`config.mk`:
```
export PLATFORM = sky130hd
export DESIGN_NAME = nested_index_counter_flat
export DESIGN_NICKNAME = d
export VERILOG_FILES = /design/src/rtl/nested_index_counter_if.sv /design/src/rtl/nested_index_counter.sv /design/src/flat_wrapper.sv
export SDC_FILE = /design/constraint.sdc
export NUM_CORES = 1
export LEC_CHECK = 0
export CORE_UTILIZATION = 50
export CTS_CLUSTER_DIAMETER = 150
export DETAILED_ROUTE_END_ITERATION = 10
export PLACE_DENSITY = 0.79
export SYNTH_ARGS = -nofsm -noshare
export SYNTH_HDL_FRONTEND = slang
export SYNTH_SLANG_ARGS = --single-unit
```
`constraint.sdc`:
```
create_clock -name CLOCK -period 3.7 [get_ports CLOCK]
set_clock_uncertainty 0.2 [all_clocks]
set_input_delay 0.74 -clock CLOCK [delete_from_list [all_inputs] [get_ports CLOCK]]
set_output_delay 0.74 -clock CLOCK [all_outputs]
set_load 0.02 [all_outputs]
```
`src/rtl/nested_index_counter_if.sv`:
```
// Index stream between the nested counter and the address generators.
//   valid : idx is a valid beat (producer)
//   ready : consumer accepts the current beat
//   idx   : packed per-level index, level 0 in the low WIDTH bits
//   last  : current beat is the final beat of the run
//   wrap  : per-level registered wrap pulse
// master = counter side, slave = consumer side.
interface nested_index_counter_if #(
    parameter int WIDTH  = 8,
    parameter int LEVELS = 2
);
    logic                    valid;
    logic                    ready;
    logic [LEVELS*WIDTH-1:0] idx;
    logic                    last;
    logic [LEVELS-1:0]       wrap;

    modport master (output valid, idx, last, wrap, input ready);
    modport slave  (input valid, idx, last, wrap, output ready);
endinterface

```
`src/rtl/nested_index_counter.sv`:
```
// Nested loop index generator: LEVELS cascaded counters, each with a
// maximum latched at start, streamed out over a valid/ready handshake.
// Ports:
//   CLOCK   : clock, rising edge
//   resetn  : synchronous, active-low reset
//   start   : begin a run (honoured only in IDLE)
//   max_in  : per-level inclusive maxima, sampled on an accepted start
//   bus     : index stream (valid/ready/idx/last/wrap), master side
//   busy    : run in progress
//   done    : one-cycle pulse at end of run
//
// state | meaning
// IDLE  | waiting for start, no beats offered
// RUN   | offering idx beats, advancing on valid && ready
// DONE  | one-cycle done pulse, then back to IDLE
module nested_index_counter #(
    parameter int WIDTH  = 8,
    parameter int LEVELS = 2
) (
    input  logic                     CLOCK,
    input  logic                     resetn,
    input  logic                     start,
    input  logic [LEVELS*WIDTH-1:0]  max_in,
    nested_index_counter_if.master   bus,
    output logic                     busy,
    output logic                     done
);

    typedef enum logic [1:0] {
        IDLE = 2'd0,
        RUN  = 2'd1,
        DONE = 2'd2
    } state_t;

    state_t                        state_q, state_d;
    logic [LEVELS-1:0][WIDTH-1:0]  idx_q, idx_d;
    logic [LEVELS-1:0][WIDTH-1:0]  max_q, max_d;
    logic [LEVELS-1:0]             wrap_q, wrap_d;
    logic [LEVELS-1:0]             at_max;
    logic                          accept;
    logic                          carry;

    always_comb begin
        for (int k = 0; k < LEVELS; k++) begin
            at_max[k] = (idx_q[k] == max_q[k]);
        end
    end

    // valid is a pure decode of the state register, so ready never
    // reaches valid combinationally.
    assign accept = (state_q == RUN) && bus.ready;

    always_ff @(posedge CLOCK) begin
        if (!resetn) begin
            state_q <= IDLE;
            idx_q   <= '0;
            max_q   <= '0;
            wrap_q  <= '0;
        end else begin
            state_q <= state_d;
            idx_q   <= idx_d;
            max_q   <= max_d;
            wrap_q  <= wrap_d;
        end
    end

    always_comb begin
        state_d = state_q;
        idx_d   = idx_q;
        max_d   = max_q;
        wrap_d  = '0;
        carry   = 1'b1;
        case (state_q)
            IDLE: begin
                if (start) begin
                    state_d = RUN;
                    max_d   = max_in;
                    idx_d   = '0;
                end
            end
            RUN: begin
                if (accept) begin
                    // carry into level k means every lower level was at max;
                    // after the update it tells whether levels 0..k all wrapped.
                    for (int k = 0; k < LEVELS; k++) begin
                        if (carry) begin
                            if (at_max[k]) begin
                                idx_d[k] = '0;
                            end else begin
                                idx_d[k] = idx_q[k] + WIDTH'(1);
                            end
                        end
                        carry     = carry & at_max[k];
                        wrap_d[k] = carry;
                    end
                    // final beat: every level wraps, so idx is already back at 0
                    if (&at_max) begin
                        state_d = DONE;
                    end
                end
            end
            DONE: begin
                state_d = IDLE;
            end
            default: begin
                state_d = IDLE;
            end
        endcase
    end

    assign bus.valid = (state_q == RUN);
    assign bus.idx   = idx_q;
    assign bus.last  = bus.valid && (&at_max);
    assign bus.wrap  = wrap_q;
    assign busy      = (state_q != IDLE);
    assign done      = (state_q == DONE);

endmodule

```
`src/flat_wrapper.sv`:
```
// flat-port wrapper written by rule: the top's interface ports become plain ports
module nested_index_counter_flat 
#(
    parameter int WIDTH  = 8,
    parameter int LEVELS = 2
)
  (CLOCK, resetn, start, max_in, busy, done, bus_valid, bus_idx, bus_last, bus_wrap, bus_ready);
  nested_index_counter_if #(.WIDTH(WIDTH), .LEVELS(LEVELS)) bus_i ();
  input  logic CLOCK;
  input  logic resetn;
  input  logic start;
  input  logic [LEVELS*WIDTH-1:0] max_in;
  output logic busy;
  output logic done;
  output wire logic [$bits(bus_i.valid)-1:0] bus_valid;
  output wire logic [$bits(bus_i.idx)-1:0] bus_idx;
  output wire logic [$bits(bus_i.last)-1:0] bus_last;
  output wire logic [$bits(bus_i.wrap)-1:0] bus_wrap;
  input wire logic [$bits(bus_i.ready)-1:0] bus_ready;
  assign bus_valid = bus_i.valid;
  assign bus_idx = bus_i.idx;
  assign bus_last = bus_i.last;
  assign bus_wrap = bus_i.wrap;
  assign bus_i.ready = bus_ready;
  nested_index_counter #(.WIDTH(WIDTH), .LEVELS(LEVELS)) u_core (.CLOCK(CLOCK), .resetn(resetn), .start(start), .max_in(max_in), .bus(bus_i), .busy(busy), .done(done));
endmodule
```
# Word-level counts from Yosys, hierarchy flattened
# Index checks and enable logic that the tools add are counted.
# totals
inputBits	20
ff_bits	36
wordCells	38
# classes
n_addsub	2
n_reduce_logical	11
bitwise	1
eq_ne	8
n_mux	10
# op_table
op	n
16-bit two-way mux	2
16-bit case mux with 2 select lines	1
8-bit two-way mux	3
8-bit by 1-bit adder with 8-bit output (second input constant)	2
8-bit equality test	2
3-bit AND reduction	3
2-bit inequality test (second input constant)	4
2-bit two-way mux	3
2-bit case mux with 2 select lines	1
2-bit AND reduction	2
4-bit AND reduction	1
2-bit nonzero test	2
2-bit by 1-bit equality test with 1-bit output (second input constant)	1
2-bit equality test (second input constant)	1
1-bit logical AND	2
2-bit zero test	1
1-bit AND	1

# Longest topological paths before layout
# Gate-level depths: netlist of run 1.
# logic_depth
ltp_word	5
ltp_mapped	6
depth_no_buf	5

# Worst setup path after synthesis of run 1
# OpenSTA, ideal clock, no wires.
# synth_path
kind	register to output
start	register u_core.idx_q (netlist bit u_core.bus.idx[9])
end	output bus_last
setup_slack_ps	1285
n_path_buf	1
path_stages_with_launch	6
t_arrival_ps	1475
path_cell_list	dfxtp_1 > xor2_1 > nor4_2 > and2_1 > buf_6 > and3_1
# synth_via
elab_chain_len	3
# synth_rtl
element	line	rtl
from (decl)	nested_index_counter.sv:36	logic [LEVELS-1:0][WIDTH-1:0] idx_q, idx_d;
from (signal assigned)	nested_index_counter.sv:61	idx_q <= idx_d;
8-bit equality test	nested_index_counter.sv:45	at_max[k] = (idx_q[k] == max_q[k]);
2-bit AND reduction	nested_index_counter.sv:113	assign bus.last = bus.valid && (&at_max);
1-bit logical AND	nested_index_counter.sv:113	
to (decl)	flat_wrapper.sv:17	output wire logic [$bits(bus_i.last)-1:0] bus_last;
# No other way between the ends.

# Worst setup path in the final report of run 1
# layout_path
start	register u_core.idx_q (netlist bit u_core.bus.idx[13])
end	output bus_last
# Same word-level chain as after synthesis.

==> results of run 1 <==
==> cell families after synthesis <==
kind of cell | share of synthesized area
AND/OR/NAND/NOR | 0.259
AO/OA/AOI/OAI | 0.202
flip-flops | 0.387
XOR/XNOR | 0.101
buffers and inverters | 0.0316
adder cells (fa/ha/maj) | 0.0134
multiplexers | 0.00538
==> layer usage <==
layer	global-route usage	share of wire	vias to the layer above
met4	0.122	0.025	0
met2	0.310	0.43	45
met5	0	0	-
met3	0.0584	0.056	12
met1	0.300	0.49	718
li1	-	-	801
==> through the flow <==
stage / cell area, um2 / hold WS (ns) / std cells / setup slack, ns
2_1_floorplan: 1860 / 0.247 / 206 / 1.29
3_3_place_gp: 2280 / 0.257 / 285 / 0.866
3_5_place_dp: 2280 / 0.262 / 285 / 0.794
4_1_cts: 2400 / 0.272 / 293 / 0.430
5_1_grt: 2400 / 0.297 / 293 / 0.360
6_report: 2400 / 0.270 / 293 / 0.437
==> critical path, delay by kind of cell, from the launching register on <==
kind                      cells  cell delay (ns)
xor gates and xnor gates      1             0.20
buffers and inverters         1             0.59
DFF                           1             0.37
and+or+nand+nor               3             0.87
==> placed cells by master, fill, tap and decap left out, types with 4 or more instances in the layout <==
cell,count
xor2_1,8
o21ai_1,5
clkbuf_8,5
nor2_1,10
clkdlybuf4s50_1,41
dfxtp_1,36
o2bb2ai_1,5
xnor2_2,4
and2_1,4
and3_1,6
nand2_1,47
xnor2_1,6
a21boi_1,18
o31ai_1,4
nand3_1,7
==> power by group through the flow <==
| stage | Combinational (mW) | Clock [mW] | Sequential [mW] |
|---|---|---|---|
| 2_1_floorplan | 0.108 | 0 | 0.423 |
| 3_3_place_gp | 0.149 | 0 | 0.424 |
| 3_5_place_dp | 0.150 | 0 | 0.425 |
| 4_1_cts | 0.151 | 0.353 | 0.416 |
| 5_1_grt | 0.164 | 0.374 | 0.418 |
| 6_report | 0.150 | 0.348 | 0.416 |
==> final timing paths <==
check / from / to / slack (ns) / cells after the start
min reg2reg: u_core.max_q[0] / u_core.max_q[0] / 0.27 / 2
max: u_core.bus.idx[13] / bus_last / 0.44 / 5
max reg2reg: u_core.bus.idx[2] / u_core.bus.idx[8] / 1.60 / 5
min: u_core.max_q[0] / u_core.max_q[0] / 0.27 / 2
==> flip-flops by register name (all words and copies together) (netlist names) <==
register         count
u_core.bus.wrap      2
u_core.bus.idx      16
u_core.max_q        16
u_core.state_q       2
==> layout make-up <==
cell class / instances / area [um2]
repair buffers: 42 / 418
flip-flops and latches: 36 / 721
well taps: 46 / 57.6
multi-input cells: 159 / 1080
fillers: 273 / 1050
clock inverters: 3 / 42.5
clock buffers: 5 / 68.8
inverters: 2 / 7.51
==> qor.csv, run 1 <==
metric,value,unit
status,completed,
YS warnings,0,
grt total ovfl,0,
slowest cell delay on critical path,0.59,ns
largest net degree at the start of global routing,32,
Synth cell types,42,
"Reg clk slew, reported paths",0.08,ns
WL/cell,13.5,um
initial cell density of the core,0.541,
first-pass GRT wire length,6.76,mm
Syn Area/Cell,9.03,um2
die area,3970,um2
clock buffer depth,2,
CP max FO,7,
1st-iter DRT viols,110,
Post-synth top cells,"nand2_1, dfxtp_1, a21boi_1",
MaxCap Viol Count,0,
Final HPWL DP,2.85,mm
critical path type,reg2out,
core box area,3440,um2
Yosys top cell area share,0.387,
Pwr Density,381,nW/um2
Worst slew margin,0.521,
DRC,0,
Tcrit/Tclk final,0.882,
DRT Pass-1 Iters,4,
crit path cell chain,xor2_1 > nor4_2 > and2_1 > and3_1 > clkdlybuf4s50_1,
main flop type after synthesis,dfxtp_1,
Hold/Removal Path Class,reg2reg,
"Slew Viols, Final",0,
post-CTS setup buffer count,0,
CTS Buf Count,5,
final wirelength,3.95,mm
dominant cell type by area after synthesis,dfxtp_1,
Synthesized Nets,228,
total vias in the final route,1576,
Final setup viols,0,
I/O Buffers,41,
die height,63,um
"Clk Latency, worst-skew pair",0.30,ns
Net Sw Frac,0.266,
Worst Setup Start Kind,flop,
initial antenna violation count,0,
Tot Pwr,0.914,mW
dominant cell by count in the synthesized netlist,nand2_1,
CTS resizes,0,
CTS tree,done,
Antenna Nets Post-Route,0,
worst vdd ir,0.258,mV
combinational power share,0.164,
NetSw,0.243,mW
Ant. Diodes,0,
critical path's slowest cell,clkdlybuf4s50_1,
Cell Rows,21,
area grow syn2layout,28.8,%
Placer Congestion,0.930,
crit path time final,3.26,ns
Max H-tree Level,2,
CTS sink cnt,36,
number of global-route vias before repair,1402,
Synth area leaders,"dfxtp_1, nand2_1, a21boi_1",
post-synthesis instance area,1860,um2
Via-to-Cell Ratio,5.38,
Setup crit end kind,output port,
number of synthesized flops with an enable pin,0,
number of synthesized register bits,36,
Root Buffer Master,clkbuf_8,
Synth Instances,206,
clock group share of total power,0.381,
NumNets Final,268,
die width,63,um
sequential share of power,0.455,
Slew @ Worst Pin,0.718,ns
post-synthesis sequential area ratio,0.387,
Post-CTS Hold Buffers,0,
share of cells above drive strength 1,0.101,
worst path required time,2.76,ns
All-Layer GR Usage,0.220,
total negative slack,0,ns
Leakage Power,0.882,nW
I/O pin total,42,
Post-synth ARST share,0,
Finished Core Util,0.696,
RSZ-0062 raised after global routing,no,
P_int,0.671,mW
FMAX,0.306,GHz
Final Hold Fails,0,
CP arrival,2.32,ns
No activity file was read; power rests on OpenSTA's default activity.
==> run 2: changes to the inputs <==
REMOVE_ABC_BUFFERS = 1   (was default)
==> run 2 against run 1 <==
Global-route usage about the same. Sequential share of layout area is 0.27 points higher. Clock power shrank 16%. Non-clock buffer count unchanged. Combinational power hardly changed. Via count fell by 0.82%. Power down 6.2%. Sequential power barely moved. Hold slack worse by 0.0044 ns. Routed wire length decreased by 0.91%. Cell count stayed put. Utilization decreased by 0.62 points.
==> qor.csv, run 2 (synthesis gave the netlist of run 1 again) <==
metric,value,unit,change
multi-input logic area,1080,um2,unchanged
I/O Buffers,41,,unchanged
"Reg clk slew, reported paths",0.07,ns,about the same
MaxCap Viol Count,0,,unchanged
Antenna Nets Post-Route,0,,unchanged
I/O pin total,42,,unchanged
Finished Core Util,0.690,,-0.00618
critical path type,reg2out,,
critical path's slowest cell,clkdlybuf4s50_1,,
Ant. Diodes,0,,unchanged
FMAX,0.312,GHz,+1.9%
most frequent cells in the layout,"nand2_1, clkdlybuf4s50_1, dfxtp_1",,
number of global-route vias before repair,1433,,+2.2%
Final setup viols,0,,unchanged
Setup crit end kind,output port,,
Hold/Removal Path Class,reg2reg,,
Reg2Reg Capture Point,u_core.bus.idx[13],,
"Clk Latency, worst-skew pair",0.29,ns,about the same
status,completed,,
Worst Setup Start Kind,flop,,
grt total ovfl,0,,unchanged
CP top delay family,simple AND/OR/NAND/NOR gates,,
Worst Hold Slack,0.265,ns,-0.00441 ns
Final Hold Fails,0,,unchanged
NumNets Final,268,,unchanged
initial antenna violation count,0,,unchanged
Post-CTS Hold Buffers,0,,unchanged
die area,3970,um2,unchanged
CP max FO,7,,unchanged
largest net degree at the start of global routing,32,,unchanged
total vias in the final route,1563,,-0.82%
CTS resizes,0,,unchanged
post-CTS setup buffer count,0,,unchanged
Slew @ Worst Pin,0.707,ns,-0.0110 ns
Root Buffer Master,clkbuf_8,,
Worst slew margin,0.529,,+0.00735
CTS sink cnt,36,,unchanged
setup ws final,0.497,ns,+0.0606 ns
worst path required time,2.76,ns,about the same
Leakage Power,0.873,nW,-0.98%
Tot Pwr,0.857,mW,-6.2%
Max H-tree Level,2,,unchanged
RSZ-0062 raised after global routing,no,,
Via-to-Cell Ratio,5.33,,-0.82%
WL/cell,13.4,um,-0.91%
1st-iter DRT viols,91,,-17%
crit path from,u_core.bus.idx[8],,
share of cells above drive strength 1,0.0931,,-0.00810
fill cell count,297,,+8.8%
DRT Pass-1 Iters,4,,unchanged
Final HPWL DP,2.70,mm,-5.2%
Cell Rows,21,,unchanged
Bufs and invs on worst path,1,,unchanged
"Slew Viols, Final",0,,unchanged
Reg area,721,um2,unchanged
initial cell density of the core,0.541,,unchanged
worst vdd ir,0.238,mV,-7.7%
CTS tree,done,,
Stages on worst setup path,5,,unchanged
Placer Congestion,0.907,,-2.4%
final wirelength,3.92,mm,-0.91%
crit path cell chain,xor2_1 > nor4_2 > and2_1 > and3_1 > clkdlybuf4s50_1,,
Tcrit/Tclk final,0.866,,-0.0164
total negative slack,0,ns,unchanged
All-Layer GR Usage,0.220,,about the same
"leading cell type in the layout, fill and taps excluded",nand2_1,,
CP arrival,2.26,ns,-0.06 ns
R2R depth,5,,unchanged
slowest cell delay on critical path,0.59,ns,about the same
core box area,3440,um2,unchanged
Pwr Density,361,nW/um2,-5.4%
DRC,0,,unchanged
pre-CTS setup slack,0.815,ns,+0.0205 ns
area grow syn2layout,27.6,%,
clock buffer depth,2,,unchanged
CTS Buf Count,5,,unchanged
end point of the critical path,bus_last,,
die width,63,um,unchanged
worst r2r src,u_core.bus.idx[3],,
die height,63,um,unchanged
first-pass GRT wire length,6.77,mm,about the same
crit path time final,3.20,ns,-0.0606 ns
flop2flop setup slack,1.56,ns,-0.04 ns
==> run 2: changes by cell type in the layout (fill, tap and decap cells not counted), sizes merged <==
cell,delta
clkinv,-1
clkbuf,+3
clkinvlp,-1
bufinv,-1
==> run 2: routing by layer <==
layer  track usage  part of all wire
met1         0.270              0.46
met2         0.352              0.47
met3        0.0730             0.058
met4        0.0872             0.016
met5             0                 0
==> run 2: worst min-delay path by stage <==
stage	cells past startpoint	to	from	slack [ns]
floorplan	2	u_core.max_q[10]	u_core.max_q[10]	0.25
global route	2	u_core.max_q[3]	u_core.max_q[3]	0.29
global placement	2	u_core.max_q[2]	u_core.max_q[2]	0.26
CTS	2	u_core.max_q[13]	u_core.max_q[13]	0.27
finish	2	u_core.max_q[13]	u_core.max_q[13]	0.27
detailed placement	2	u_core.max_q[3]	u_core.max_q[3]	0.26
==> run 2: worst register-to-register path: cells and delay by family (launching register included) <==
family	cells	cell delay [ns]
AOI/OAI and AO/OA	1	0.20
xor gates and xnor gates	1	0.19
DFF	1	0.45
and+or+nand+nor	3	1.03
==> run 2: layout make-up <==
cell class / count / share of cell area
Clock buffer: 8 / 0.0379
Timing Repair Buffer: 42 / 0.176
Sequential cell: 36 / 0.303
Inverter: 2 / 0.00316
Multi-Input combinational cell: 159 / 0.455
Tap cell: 46 / 0.0242
==> run 2: report_power, final <==
part | total [mW] | switching [mW] | internal, mW
clock network | 0.292 | 0.140 | 0.152
logic | 0.151 | 0.0810 | 0.0697
registers | 0.415 | 0.0124 | 0.402
total | 0.857 | 0.233 | 0.624
==> run 2: per-stage QoR <==
step	instances	instance area (um2)
detailed placement	285	2280
CTS	293	2370
finish	293	2370
global route	293	2370
global placement	285	2280
floorplan	197	1810
==> run 3: changes to the inputs <==
CAP_MARGIN = 20   (was default)
CORE_MARGIN = 4   (was default)
==> run 3 against run 2 <==
Utilization decreased by 0.88 points. Maximum frequency decreased by 0.65%. First-iteration DRC count decreased by 30%. Largest cell class unchanged.
==> qor.csv, run 3 (synthesis gave the netlist of run 1 again) <==
metric,value,unit,change
Cell Rows,21,,unchanged
NumNets Final,268,,unchanged
WL/cell,13.5,um,+0.98%
combinational power share,0.182,,+0.006
CP max FO,7,,unchanged
total vias in the final route,1603,,+2.6%
largest net degree at the start of global routing,32,,unchanged
"leading cell type in the layout, fill and taps excluded",nand2_1,,
worst vdd ir,0.256,mV,+7.3%
"Reg clk slew, reported paths",0.06,ns,about the same
first-pass GRT wire length,6.90,mm,+2.0%
Worst Setup Start Kind,flop,,
Antenna Nets Post-Route,0,,unchanged
Slew @ Worst Pin,0.711,ns,+0.00392 ns
post-CTS setup buffer count,0,,unchanged
Tcrit/Tclk final,0.871,,+0.00564
Ant. Diodes,0,,unchanged
CTS resizes,0,,unchanged
initial cell density of the core,0.536,,-0.00409
core box area,3470,um2,+0.76%
I/O pin total,42,,unchanged
area grow syn2layout,27.0,%,
clock buffer depth,2,,unchanged
NetSw,0.224,mW,-4.1%
CP arrival,2.28,ns,+0.02 ns
Leakage Power,0.869,nW,-0.51%
clock group share of total power,0.314,,-0.027
die area,4760,um2,+20%
DRT Pass-1 Iters,4,,unchanged
number of global-route vias before repair,1499,,+4.6%
Placer Congestion,0.835,,-8.0%
Worst slew margin,0.526,,-0.00261
DP Area,2280,um2,unchanged
I/O Buffers,41,,unchanged
critical path type,reg2out,,
status,completed,,
Final Hold Fails,0,,unchanged
grt total ovfl,0,,unchanged
crit path time final,3.22,ns,+0.0209 ns
1st-iter DRT viols,64,,-30%
die width,69,um,+9.5%
Setup crit end kind,output port,,
RSZ-0062 raised after global routing,no,,
die height,69,um,+9.5%
flop2flop setup slack,1.62,ns,+0.06 ns
most frequent cells in the layout,"nand2_1, clkdlybuf4s50_1, dfxtp_1",,
DRC,0,,unchanged
"Clk Latency, worst-skew pair",0.29,ns,about the same
"Slew Viols, Final",0,,unchanged
CTS tree,done,,
FMAX,0.310,GHz,-0.65%
P_int,0.600,mW,-3.8%
CTS Buf Count,5,,unchanged
final wirelength,3.94,mm,+0.64%
Pwr Density,349,nW/um2,-3.4%
CTS sink cnt,36,,unchanged
Post-CTS Hold Buffers,0,,unchanged
All-Layer GR Usage,0.175,,-0.0449
Finished Core Util,0.681,,-0.00883
Via-to-Cell Ratio,5.49,,+2.9%
total negative slack,0,ns,unchanged
Net Sw Frac,0.272,,-0.000521
Root Buffer Master,clkbuf_8,,
Final setup viols,0,,unchanged
Final HPWL DP,2.94,mm,+9.0%
sequential share of power,0.504,,+0.020
share of cells above drive strength 1,0.0935,,+0.000379
Hold/Removal Path Class,reg2reg,,
Max H-tree Level,2,,unchanged
initial antenna violation count,0,,unchanged
worst path required time,2.76,ns,about the same
MaxCap Viol Count,0,,unchanged
Final Instance Area,2360,um2,-0.53%
[run 3: power by group through the flow]
stage	clock network [mW]	logic, mW	registers (mW)
after floorplan	0	0.0959	0.423
after global placement	0	0.150	0.423
after detailed placement	0	0.152	0.424
after CTS	0.265	0.152	0.415
after global routing	0.282	0.166	0.417
final	0.258	0.150	0.415
[run 3: final timing paths]
path | from | depth (start not counted) | to
worst max register to register | u_core.bus.idx[0] | 5 | u_core.bus.idx[13]
worst min register to register | u_core.max_q[8] | 2 | u_core.max_q[8]
worst min-delay path | u_core.max_q[8] | 2 | u_core.max_q[8]
worst max-delay path | u_core.bus.idx[8] | 5 | bus_last
[run 3: cell type report]
cell class,count,area [um2]
clock buffers,6,72.6
repair buffers,42,418
flip-flops and latches,36,721
clock inverters,1,5.00
fillers,314,1110
well taps,46,57.6
inverters,2,7.51
multi-input cells,159,1080
[run 3: layer usage]
layer / wire [um] / vias to the layer above / global-route usage
met5: 0 / - / 0
met4: 23 / 0 / 0.0586
met3: 332 / 5 / 0.0596
met2: 1930 / 47 / 0.300
met1: 1660 / 752 / 0.204
li1: - / 799 / -
[run 3: through the flow]
step / instances / total power, mW / hold slack [ns] / worst slack, ns
2_1_floorplan: 197 / 0.519 / 0.247 / 1.28
3_3_place_gp: 285 / 0.573 / 0.256 / 0.827
3_5_place_dp: 285 / 0.576 / 0.264 / 0.787
4_1_cts: 292 / 0.832 / 0.272 / 0.462
5_1_grt: 292 / 0.865 / 0.294 / 0.308
6_report: 292 / 0.824 / 0.270 / 0.477
[run 3: critical path: stages (launching register included)]
cell and delay (ns):
dfxtp_1 0.43, xor2_1 0.12, nor4_2 0.35, and2_1 0.31
and3_1 0.19, clkdlybuf4s50_1 0.60
